--- src/rtl/store_write_unit.sv ---
// store_write_unit: store path of the MIPS_32 data memory.
//
// Takes SB/SH/SW requests from the MEM stage and places the register data on the
// right byte lanes. Legal stores are queued in a DEPTH-entry FIFO. Illegal ones
// (misaligned half or word, or size 11) are dropped and raise a one-cycle st_err.
// The queue drains to data memory over a req/ack handshake.
//
// Optional feature macro: STORE_FWD_EN. When it is defined, ld_hit compares every
// valid entry against ld_addr. When it is not defined, ld_hit is tied to 0.
//
// Ports:
//   clk, reset            clock; synchronous active-high reset
//   st_valid/st_ready     store request handshake (st_ready = !full)
//   st_addr/st_data       byte address; LSB-justified register value
//   st_size               00 byte, 01 half, 10 word, 11 illegal
//   st_err                one-cycle pulse after a rejected store
//   mem_req/mem_ack       write handshake to data memory
//   mem_addr/mem_wdata    word address and lane-aligned data of the head entry
//   mem_be                byte enables, bit i covers wdata[8i+7:8i]
//   count, empty          FIFO occupancy; empty also needs no request outstanding
//   ld_addr, ld_hit       load address, and overlap with a pending store
module store_write_unit #(
  parameter int unsigned DEPTH = 4,
  parameter int unsigned CNT_W = 3
) (
  input  logic             clk,
  input  logic             reset,
  input  logic             st_valid,
  output logic             st_ready,
  input  logic [31:0]      st_addr,
  input  logic [31:0]      st_data,
  input  logic [1:0]       st_size,
  output logic             st_err,
  output logic             mem_req,
  input  logic             mem_ack,
  output logic [31:0]      mem_addr,
  output logic [31:0]      mem_wdata,
  output logic [3:0]       mem_be,
  output logic [CNT_W-1:0] count,
  output logic             empty,
  input  logic [31:0]      ld_addr,
  output logic             ld_hit
);

  localparam int unsigned PtrW = CNT_W - 1;
  localparam logic [CNT_W-1:0] FullCount = CNT_W'(DEPTH);

  typedef enum logic [0:0] {StIdle, StReq} state_e;

  state_e            state_q, state_d;
  logic [PtrW-1:0]   wr_ptr_q, rd_ptr_q;
  logic [CNT_W-1:0]  count_q, count_d;
  logic              err_q, err_d;
  logic [31:0]       mem_addr_q, mem_addr_d;
  logic [31:0]       mem_wdata_q, mem_wdata_d;
  logic [3:0]        mem_be_q, mem_be_d;

  logic [29:0]       fifo_addr_q [DEPTH];
  logic [31:0]       fifo_data_q [DEPTH];
  logic [3:0]        fifo_be_q   [DEPTH];

  // Lane alignment and legality of the incoming store.
  logic [31:0] al_wdata;
  logic [3:0]  al_be;
  logic        al_legal;

  always_comb begin
    al_wdata = '0;
    al_be    = '0;
    al_legal = 1'b0;
    unique case (st_size)
      2'b00: begin
        al_legal = 1'b1;
        al_be    = 4'b0001 << st_addr[1:0];
        al_wdata = {24'b0, st_data[7:0]} << {st_addr[1:0], 3'b000};
      end
      2'b01: begin
        al_legal = ~st_addr[0];
        al_be    = st_addr[1] ? 4'b1100 : 4'b0011;
        al_wdata = {16'b0, st_data[15:0]} << {st_addr[1], 4'b0000};
      end
      2'b10: begin
        al_legal = (st_addr[1:0] == 2'b00);
        al_be    = 4'b1111;
        al_wdata = st_data;
      end
      default: al_legal = 1'b0;
    endcase
  end

  logic push, pop;
  logic load;
  logic [PtrW-1:0] load_idx;

  // A full FIFO refuses new stores, even in a cycle where an ack frees a slot.
  assign st_ready = (count_q != FullCount);
  assign push     = st_valid && st_ready && al_legal;
  assign err_d    = st_valid && st_ready && !al_legal;
  // The in-flight entry stays in the FIFO until it is acked.
  assign pop      = (state_q == StReq) && mem_ack;
  assign count_d  = count_q + CNT_W'(push) - CNT_W'(pop);

  // Drain FSM. The head is copied into the output registers; on an ack the next
  // entry is loaded straight away, so back-to-back writes have no bubble.
  always_comb begin
    state_d  = state_q;
    load     = 1'b0;
    load_idx = rd_ptr_q;
    unique case (state_q)
      StIdle: begin
        if (count_q != '0) begin
          load    = 1'b1;
          state_d = StReq;
        end
      end
      StReq: begin
        if (mem_ack) begin
          if (count_q > CNT_W'(1)) begin
            load     = 1'b1;
            load_idx = rd_ptr_q + PtrW'(1);
          end else begin
            state_d = StIdle;
          end
        end
      end
      default: state_d = StIdle;
    endcase
  end

  always_comb begin
    mem_addr_d  = mem_addr_q;
    mem_wdata_d = mem_wdata_q;
    mem_be_d    = mem_be_q;
    if (load) begin
      mem_addr_d  = {fifo_addr_q[load_idx], 2'b00};
      mem_wdata_d = fifo_data_q[load_idx];
      mem_be_d    = fifo_be_q[load_idx];
    end
  end

  always_ff @(posedge clk) begin
    if (reset) begin
      state_q     <= StIdle;
      wr_ptr_q    <= '0;
      rd_ptr_q    <= '0;
      count_q     <= '0;
      err_q       <= 1'b0;
      mem_addr_q  <= '0;
      mem_wdata_q <= '0;
      mem_be_q    <= '0;
    end else begin
      state_q     <= state_d;
      count_q     <= count_d;
      err_q       <= err_d;
      mem_addr_q  <= mem_addr_d;
      mem_wdata_q <= mem_wdata_d;
      mem_be_q    <= mem_be_d;
      if (push) wr_ptr_q <= wr_ptr_q + PtrW'(1);
      if (pop)  rd_ptr_q <= rd_ptr_q + PtrW'(1);
    end
  end

  // Storage needs no reset because occupancy is tracked by count_q and the pointers.
  always_ff @(posedge clk) begin
    if (push) begin
      fifo_addr_q[wr_ptr_q] <= st_addr[31:2];
      fifo_data_q[wr_ptr_q] <= al_wdata;
      fifo_be_q[wr_ptr_q]   <= al_be;
    end
  end

  assign mem_req   = (state_q == StReq);
  assign mem_addr  = mem_addr_q;
  assign mem_wdata = mem_wdata_q;
  assign mem_be    = mem_be_q;
  assign st_err    = err_q;
  assign count     = count_q;
  assign empty     = (count_q == '0) && (state_q != StReq);

`ifdef STORE_FWD_EN
  // An entry is valid when its distance from the read pointer is below count.
  logic [PtrW-1:0] offset;
  logic unused_ld_lsb;
  assign unused_ld_lsb = ^ld_addr[1:0];

  always_comb begin
    ld_hit = 1'b0;
    offset = '0;
    for (int unsigned i = 0; i < DEPTH; i++) begin
      offset = PtrW'(i) - rd_ptr_q;
      if (({1'b0, offset} < count_q) && (fifo_addr_q[i] == ld_addr[31:2]) &&
          (|fifo_be_q[i])) begin
        ld_hit = 1'b1;
      end
    end
  end
`else
  logic unused_ld_addr;
  assign unused_ld_addr = ^ld_addr;
  assign ld_hit = 1'b0;
`endif

endmodule
--- config.mk ---
export PLATFORM = sky130hd
export DESIGN_NAME = store_write_unit
export DESIGN_NICKNAME = d
export VERILOG_FILES = /design/src/rtl/store_write_unit.sv
export SDC_FILE = /design/constraint.sdc
export NUM_CORES = 1
export LEC_CHECK = 0
export CAP_MARGIN = 40
export CORE_ASPECT_RATIO = 0.9
export CORE_UTILIZATION = 60
export DETAILED_ROUTE_END_ITERATION = 10
export PLACE_DENSITY_LB_ADDON = 0.05
export SLEW_MARGIN = 10
export SYNTH_ARGS = -nofsm -noshare
export SYNTH_HDL_FRONTEND = slang
export SYNTH_SLANG_ARGS = --single-unit
--- constraint.sdc ---
create_clock -name clk -period 5.7 [get_ports clk]
set_input_delay 1.71 -clock clk [delete_from_list [all_inputs] [get_ports clk]]
set_output_delay 1.71 -clock clk [all_outputs]
set_load 0.02 [all_outputs]
======== Word level (Yosys, flattened, before mapping) ========
Memories as Yosys holds them, arrays and structs flattened. A register that Yosys moved wholly into a read port is not among the register bits.
Index checks and enable logic that the tools add are counted.
word-level totals
  register bits after elaboration ......... 9
  RAM bits ................................ 264
  logic and storage cells ................. 46
  memories ................................ 3
cells by class
  add/sub/neg operators ................... 4
  magnitude comparators ................... 1
  eq/ne operators ......................... 3
  shifts and indexed selects .............. 3
  multiplexer cells ....................... 15
  bitwise operators ....................... 2
  reduce and logical (&&, ||, !) cells .... 10
memories
  name         words  width  read ports  clocked after memory_dff  write ports  line  RTL
  fifo_data_q  4      32     1           1                         1            59    logic [31:0] fifo_data_q [DEPTH];
  fifo_addr_q  4      30     1           1                         1            58    logic [29:0] fifo_addr_q [DEPTH];
  fifo_be_q    4      4      1           1                         1            60    logic [3:0] fifo_be_q [DEPTH];
operator list
  cell                                                                              number
  32-bit case mux with 3 select lines                                               1
  16-bit by 5-bit left shift with 32-bit output                                     1
  8-bit by 5-bit left shift with 32-bit output                                      1
  4-bit case mux with 3 select lines                                                1
  1-bit 2-to-1 mux                                                                  6
  2-bit 2-to-1 mux                                                                  3
  1-bit logical AND                                                                 5
  2-bit by 1-bit adder with 2-bit output (second input constant)                    2
  2-bit logical NOT                                                                 2
  4-bit 2-to-1 mux                                                                  1
  1-bit case mux with 2 select lines                                                2
  1-bit by 2-bit left shift with 4-bit output (first input constant)                1
  3-bit by 1-bit adder with 3-bit output                                            1
  3-bit by 1-bit greater-than comparator with 1-bit output (second input constant)  1
  3-bit logical NOT                                                                 1
  3-bit != test (second input constant)                                             1
  1-bit case mux with 3 select lines                                                1
  3-bit nonzero test                                                                1
  3-bit by 1-bit subtractor with 3-bit output                                       1
  2-bit by 1-bit equality test with 1-bit output (second input constant)            1
  2-bit equality test (second input constant)                                       1
  1-bit inverter                                                                    2
  1-bit logical NOT                                                                 1

======== Longest topological paths before layout ========
Gate-level depths: netlist of run 1.
  depth in word-level cells ............... 5
  depth in mapped cells ................... 12
  depth with buffers taken out ............ 11

======== Least setup slack after synthesis of run 1 ========
No wires, ideal clock.
  path kind ............................... in2reg
  start ................................... input port st_size[0]
  end ..................................... memory fifo_addr_q[0][0], enable pin
  library setup time ...................... 0.431 ns
  arrival ................................. 3.986 ns
  data required time ...................... 5.269 ns
  path slack .............................. 1.283 ns
  stages on the path ...................... 5
  buffers on the path ..................... 1
  cells stage by stage .................... clkbuf_1 -> nor3_1 -> nor2_1 -> nor2_1 -> and2_1
between the ends
  word-level cells in the longest chain between the ends .. 5
  elaborated cells on any way between the ends .. 7
  those cells by class .................... eq/ne: 2; mux: 3; reduce/logical: 2
RTL lines
  item                                         line  RTL
  start: declaration                           32    input logic [1:0] st_size,
  2-bit equality test (tied with other cells)  71    unique case (st_size)
  1-bit case mux with 3 select lines (*)       71
  1-bit logical AND (*)                        97    assign push = st_valid && st_ready && al_legal;
  1-bit 2-to-1 mux (*)                         165   if (push) begin
  1-bit 2-to-1 mux (implied by the code) (*)   166   fifo_addr_q[wr_ptr_q] <= st_addr[31:2];
  end: declaration                             58
Every way passes the cells marked *; elsewhere a longest branch is shown, timed or not.

======== Worst setup path in the final report of run 1 ========
  start ................................... input port st_size[1]
  end ..................................... register count_q[2], in the netlist count[2]
between the ends
  word-level cells in the longest chain between the ends .. 5
  elaborated cells on any way between the ends .. 7
  those cells by class .................... add/sub: 2; eq/ne: 2; mux: 1; reduce/logical: 2
RTL lines
  item                                             line  RTL
  2-bit equality test (tied with other cells)      71
  1-bit case mux with 3 select lines (*)           71
  1-bit logical AND (*)                            97
  3-bit by 1-bit adder with 3-bit output (*)       101   assign count_d = count_q + CNT_W'(push) - CNT_W'(pop);
  3-bit by 1-bit subtractor with 3-bit output (*)  101
  end signal: assignment                           153   count_q <= count_d;
  end: declaration                                 52    logic [CNT_W-1:0] count_q, count_d;
Marks and branches as above.
A chain may end at the register's enable or synchronous reset.

==> results.md, run 1 <==
- Outcome: finished clean
- DP Area: 0.01639 mm²
- RD Place Congestion: 0.7890
- Share of layout cells above drive strength 1: 10.12%
- Leak: 7.029 nW
- # fillers: 1,588
- Final nets: 1,290
- Tmin final: 3.967 ns
- Core ar.: 0.02419 mm²
- H-Tree Depth: 2
- Clock power share: 28.5%
- CTS resizes: 0
- Syn Inst Count: 1,073
- Worst setup SP type: primary input
- DR DRC count: 0
- Count of pins over their slew limit: 0
- Die ar.: 0.02517 mm²
- Maximum root-to-sink buffer count: 3
- Clock Tree Root: clkbuf_16
- Hpwl dp: 17,560 µm
- Flip-flop and latch count after synthesis: 339
- Relative slew slack: 35.98%
- Hold WS: 0.5101 ns
- Max frequency: 252.1 MHz
- Site Rows: 54
- Post-route ant nets: 0
- Period utilisation layout: 69.59%
- Combinational share of power: 31.1%
- Buffers on Ports: 142
- Skew-Pair Late Insertion Delay: 0.51 ns
- Grt met3 use: 3.891%
- Pin count of the biggest net entering global routing: 109
- Dpl cells: 1,450
- Setup tns final: 0 ns
- Post-CTS Hold Buffers: 0
- CP Max Fanout: 13
- Non-filler cells, final: 1,514
- GRT overflow: 0
- Total Wirelength: 31,540 µm
- Via Count: 9,155
- Worst EP arrival: 4.31 ns
- Max-cap violations: 0
- Synth async-reset ratio: 0%
- Post-CTS setup repair buffer count: 0
- DRT Pass-1 Iters: 9
- Initial DRC Count: 679
- Clock transition at the registers of the reported paths: 0.06 ns
- Post-synth EDFFs: 264
- Netlist cell types: 39
- Final hold violations: 0
- Least-Margin Pin Slew: 0.9603 ns
- N_diodes: 0
- I/O pin count: 178
- Wire per inst: 20.83 µm
- Crit path capture type: flip-flop
- CP Data Required Time: 6.05 ns
- Ys Warns: 0
- Vias in the first global route: 8,922
- Top_reg_cell synth: edfxtp_1
- CTS Sinks: 339
- Die W: 167.1 µm
- Syn Area/Cell: 13.72 µm²
- Die height: 150.6 µm
- Setup CP Type: in -> reg
- Area grow syn2layout: 19.06%
- TritonCTS buffer count: 36
- Final setup fails: 0
- Final worst clock skew: 0.01662 ns
- Vias per Instance: 6.047
- TritonCTS clock tree: done
- Sw Pwr: 0.002528 W
- Final total power: 0.007833 W
- GR Util met2: 42.59%
- Total GRT Usage: 25.13%
- Met1 GRT Util: 34.14%
- Seq pwr share: 40.3%
- Initial antenna violation count: 0
- First-pass GRT wire length: 48,560 µm
- Switching share of power: 32.27%
- Post-Syn Area: 0.01473 mm²
- Peak VDD IR: 0.5417 mV
- Initial core utilization: 60.88%
- Register area share after synthesis: 64.03%
- Worst hold path class: reg -> reg
- Pwr Density: 446.8 mW/mm²
- Final Instance Area: 0.01753 mm²
- GRT Max-Usage Layer: met2
- Unrepaired setup endpoints after global routing: no
- P_int: 0.005305 W
[critical path, stage by stage]
cell             delay, ns
clkdlybuf4s50_1       0.67
a21oi_1               0.29
nor2_1                0.06
nor2_1                0.31
inv_2                 0.11
ha_1                  0.30
inv_1                 0.05
ha_1                  0.12
inv_1                 0.05
fa_1                  0.41
xnor2_1               0.17
nor2_1                0.06
[metal layers]
layer / up-vias / wire [µm] / part of all wire (%)
li1: 4271 / - / -
met5: - / 0 / 0
met1: 4605 / 13770 / 44
met2: 233 / 15790 / 50
met3: 46 / 1482 / 4.7
met4: 0 / 497 / 1.6
[logic make-up after synthesis]
group,Yosys count,synth area share [%]
fa+ha+maj,8,0.7307
mux,133,9.041
xor+xnor,5,0.3484
buf+inv,309,8.556
flops,339,64.03
simple gates,45,1.869
compound gates,233,15.40
other cells,1,0.02547
[per-stage QoR]
stage / utilization [%] / setup WS [ns]
floorplan: - / 1.283
global placement: 67.36 / 1.304
detailed placement: 67.75 / 1.268
CTS: 72.48 / 1.753
global route: 72.48 / 1.580
finish: 72.48 / 1.733
[sequential cells by signal, indices dropped and copies added (netlist names)]
| signal | cells |
|---|---|
| mem_addr | 30 |
| rd_ptr_q | 2 |
| fifo_be_q | 16 |
| wr_ptr_q | 2 |
| fifo_addr_q | 120 |
| fifo_data_q | 128 |
| mem_req | 1 |
| count | 3 |
| mem_wdata | 32 |
| mem_be | 4 |
| st_err | 1 |
[area by class of cell]
| class | instances | area (µm²) | share of cell area [%] |
|---|---|---|---|
| clock buffer | 52 | 1042 | 5.945 |
| clock inverter | 12 | 101.3 | 0.5781 |
| inverter | 213 | 799.5 | 4.560 |
| multi-input combinational | 427 | 4078 | 23.26 |
| sequential | 339 | 9429 | 53.78 |
| tap | 308 | 385.4 | 2.198 |
| timing repair buffer | 163 | 1697 | 9.677 |
[cells in the final DEF, fill, tap and decap left out, types with 2 or more instances in the layout]
cell	instances
nor2_1	12
xor2_1	2
and2_4	4
a2111oi_0	132
buf_4	13
o221ai_2	40
nand2b_1	4
buf_16	3
bufinv_16	2
clkdlybuf4s50_1	141
a222oi_1	8
buf_12	5
clkinv_1	7
edfxtp_1	264
clkbuf_1	9
clkbuf_8	6
mux2i_1	133
nor3_1	2
a22o_1	16
a21oi_1	8
nor2b_1	2
conb_1	3
nand2_1	2
xnor2_1	2
dfxtp_1	75
and2_1	8
clkinv_2	3
ha_1	7
or2_4	2
o221ai_1	26
inv_1	212
clkbuf_16	37
[worst paths after layout]
kind | from | end | slack [ns] | depth (start not counted)
max | st_size[1] | count[2] | 1.73 | 12
min | mem_addr[13] | mem_addr[13] | 0.51 | 2
max reg2reg | count[1] | mem_wdata[25] | 2.84 | 8
min reg2reg | mem_addr[13] | mem_addr[13] | 0.51 | 2
[synthesized netlist by cell type, types with 3 or more instances]
master,number,area share [%]
buf_2,17,0.58
nand2_1,3,0.076
a22o_1,16,0.95
buf_1,7,0.18
mux2i_1,133,9.0
nand2b_1,4,0.17
inv_1,212,5.4
or2_1,3,0.13
buf_6,7,0.54
a2111oi_0,132,7.9
buf_4,7,0.36
dfxtp_1,75,10
a222oi_1,8,0.54
a21oi_1,8,0.27
edfxtp_1,264,54
and2_1,12,0.51
o221ai_1,26,1.5
clkbuf_1,58,1.5
o221ai_2,40,4.1
nor2_1,12,0.31
ha_1,7,0.59
[power groups by stage]
stage               clock network, W  logic [W]  registers [W]
finish                       0.00224    0.00244        0.00316
global route                 0.00236    0.00262        0.00319
CTS                          0.00227    0.00245        0.00316
detailed placement                 0    0.00243        0.00321
global placement                   0    0.00230        0.00320
floorplan                          0    0.00127        0.00344
Power figures use the tool's default switching activity.
==> run 2, diff against run 1 <==
CORE_UTILIZATION = 56   (was 60)
clock period = 3.91 ns   (was 5.7 ns; I/O delays follow)
==> run 2 against run 1 <==
First-iteration DRC count up 3.7%. Sequential share of layout area shrank 0.67 points. Critical endpoint is now empty. Routed wire length grew 1.5%. Flip-flop and latch count did not move. Cell count is 2.9% higher. Die area rose by 7.0%. Sequential power is 46% higher. Highest routed layer unchanged. Clock skew fell by 0.0018 ns. Core utilization decreased by 2.8 points. Final area is 1.3% higher.
==> results.md, run 2 (synthesized netlist as in run 1, its figures left out) <==
- Reg2reg end: mem_wdata[2]
- Via Count: 9,189 (+0.37%)
- H-Tree Depth: 2 (unchanged)
- Final nets: 1,300 (+0.78%)
- Vias per Instance: 5.898 (-2.5%)
- N_diodes: 0 (unchanged)
- Dpl cells: 1,494 (+3.0%)
- Max frequency: 316.2 MHz
- Pre-CTS setup slack: 0.3232 ns (-0.9448 ns)
- Maximum root-to-sink buffer count: 3 (unchanged)
- Worst hold path class: reg -> reg
- Setup tns final: 0 ns (unchanged)
- Commonest non-fill, non-tap cell in the layout: edfxtp_1
- Initial antenna violation count: 0 (unchanged)
- Peak VDD IR: 0.5846 mV (+7.9%)
- R2R Setup Slk: 1.17 ns (-1.67 ns)
- Wire per inst: 20.54 µm (-1.4%)
- Least-Margin Pin Slew: 0.8233 ns (-0.1370 ns)
- Period utilisation layout: 80.88%
- Final Instance Area: 0.01775 mm² (+1.3%)
- Most flops, register: fifo_data_q
- Hold path start: mem_wdata[22]
- Total Wirelength: 32,000 µm (+1.5%)
- DRT Pass-1 Iters: 5 (-4)
- CTS resizes: 0 (unchanged)
- Pwr Density: 652.4 mW/mm² (+46%)
- Share of layout cells above drive strength 1: 11.27% (+1.2 points)
- TritonCTS buffer count: 36 (unchanged)
- DR DRC count: 0 (unchanged)
- Final worst slack: 0.7475 ns (-0.9857 ns)
- Most frequent cells in the layout: edfxtp_1, inv_1, clkdlybuf4s50_1, mux2i_1, a2111oi_0
- RD Place Congestion: 0.7676 (-2.7%)
- TritonCTS clock tree: done
- Final hold violations: 0 (unchanged)
- Buffers on Ports: 142 (unchanged)
- Count of pins over their slew limit: 0 (unchanged)
- Vias in the first global route: 9,105 (+2.1%)
- Post-CTS Hold Buffers: 0 (unchanged)
- Hold EP: mem_wdata[22]
- Crit path capture type: output port
- Non-filler cells, final: 1,558 (+2.9%)
- Relative slew slack: 45.11% (+9.1 points)
- Worst reg-to-reg path cell count: 6 (-2)
- DP Area: 0.01653 mm² (+0.89%)
- Area grow syn2layout: 20.55%
- Max-cap violations: 0 (unchanged)
- Worst R2R Start: mem_req
- GRT overflow: 0 (unchanged)
- CP Max Fanout: 8 (-5)
- WHS Path Cells: 2 (unchanged)
- Hold WS: 0.5003 ns (-0.009848 ns)
- I/O pin count: 178 (unchanged)
- First-pass GRT wire length: 50,170 µm (+3.3%)
- CP Data Required Time: 2.74 ns (-3.31 ns)
- Site Rows: 55 (+1.9%)
- Worst setup SP type: flip-flop
- Setup CP Type: reg -> out
- Outcome: finished clean
- Core ar.: 0.02546 mm² (+5.3%)
- Die height: 155.8 µm (+3.5%)
- Die ar.: 0.02695 mm² (+7.0%)
- Post-route ant nets: 0 (unchanged)
- Initial DRC Count: 704 (+3.7%)
- Final worst clock skew: 0.01478 ns (-0.001837 ns)
- Leak: 7.123 nW (+1.4%)
- Number of flip-flops under the largest register name: 128 (unchanged)
- Skew-Pair Late Insertion Delay: 0.51 ns (about the same)
- Post-CTS setup repair buffer count: 0 (unchanged)
- Worst EP arrival: 1.99 ns (-2.32 ns)
- Die W: 172.9 µm (+3.5%)
- Clock transition at the registers of the reported paths: 0.06 ns (about the same)
- Total GRT Usage: 24.29% (-0.84 points)
- CTS Sinks: 339 (unchanged)
- Pin count of the biggest net entering global routing: 133 (+22%)
- Hpwl dp: 17,850 µm (+1.7%)
- Unrepaired setup endpoints after global routing: no
- Final setup fails: 0 (unchanged)
- Tmin final: 3.162 ns
- Initial core utilization: 57.83% (-3.0 points)
- Clock Tree Root: clkbuf_16
==> run 2: cell types whose count changed in the layout (fill, tap and decap cells not counted), sizes merged <==
cell	change
buf	+10
bufinv	+3
clkbuf	-4
clkinvlp	+1
==> run 2: cell type report <==
cell class              count  area, µm²
flip-flops and latches    339       9429
repair buffers            173       1799
clock inverters            16      201.4
fillers                  1782       7710
inverters                 213      799.5
well taps                 342      427.9
clock buffers              48       1017
multi-input cells         427       4078
==> run 2: worst max-delay path by stage <==
stage | end | startpoint | cells past startpoint | slack (ns)
2_1_floorplan | fifo_addr_q[2][0] | st_size[0] | 5 | 0.03
3_3_place_gp | count[2] | st_addr[1] | 12 | 0.36
3_5_place_dp | count[2] | st_addr[1] | 12 | 0.32
4_1_cts | empty | mem_req | 2 | 0.71
5_1_grt | count[2] | st_addr[1] | 12 | 0.62
6_report | empty | mem_req | 2 | 0.75
==> run 2: metal layers <==
layer / part of all wire, % / track usage, %
met1: 43 / 32.81
met2: 48 / 40.19
met3: 6.3 / 4.630
met4: 2.4 / 7.332
met5: 0 / 0
==> run 2: stage by stage <==
step	utilization [%]	total power (W)
floorplan	-	0.006870
global placement	64.91	0.008123
detailed placement	64.93	0.008198
CTS	69.72	0.01168
global route	69.72	0.01212
finish	69.72	0.01158
==> run 2: critical path: stages, from the launching register on <==
cell and delay (ns):
dfxtp_1 0.42, nor4_4 0.40, clkdlybuf4s50_1 0.66
==> run 2: report_power, final <==
part           switching, W  total (W)  internal (W)  leakage (nW)
registers          0.000265    0.00461       0.00435          3.03
logic               0.00213    0.00349       0.00136          3.49
clock network       0.00132    0.00347       0.00215         0.597
total               0.00372     0.0116       0.00786          7.12
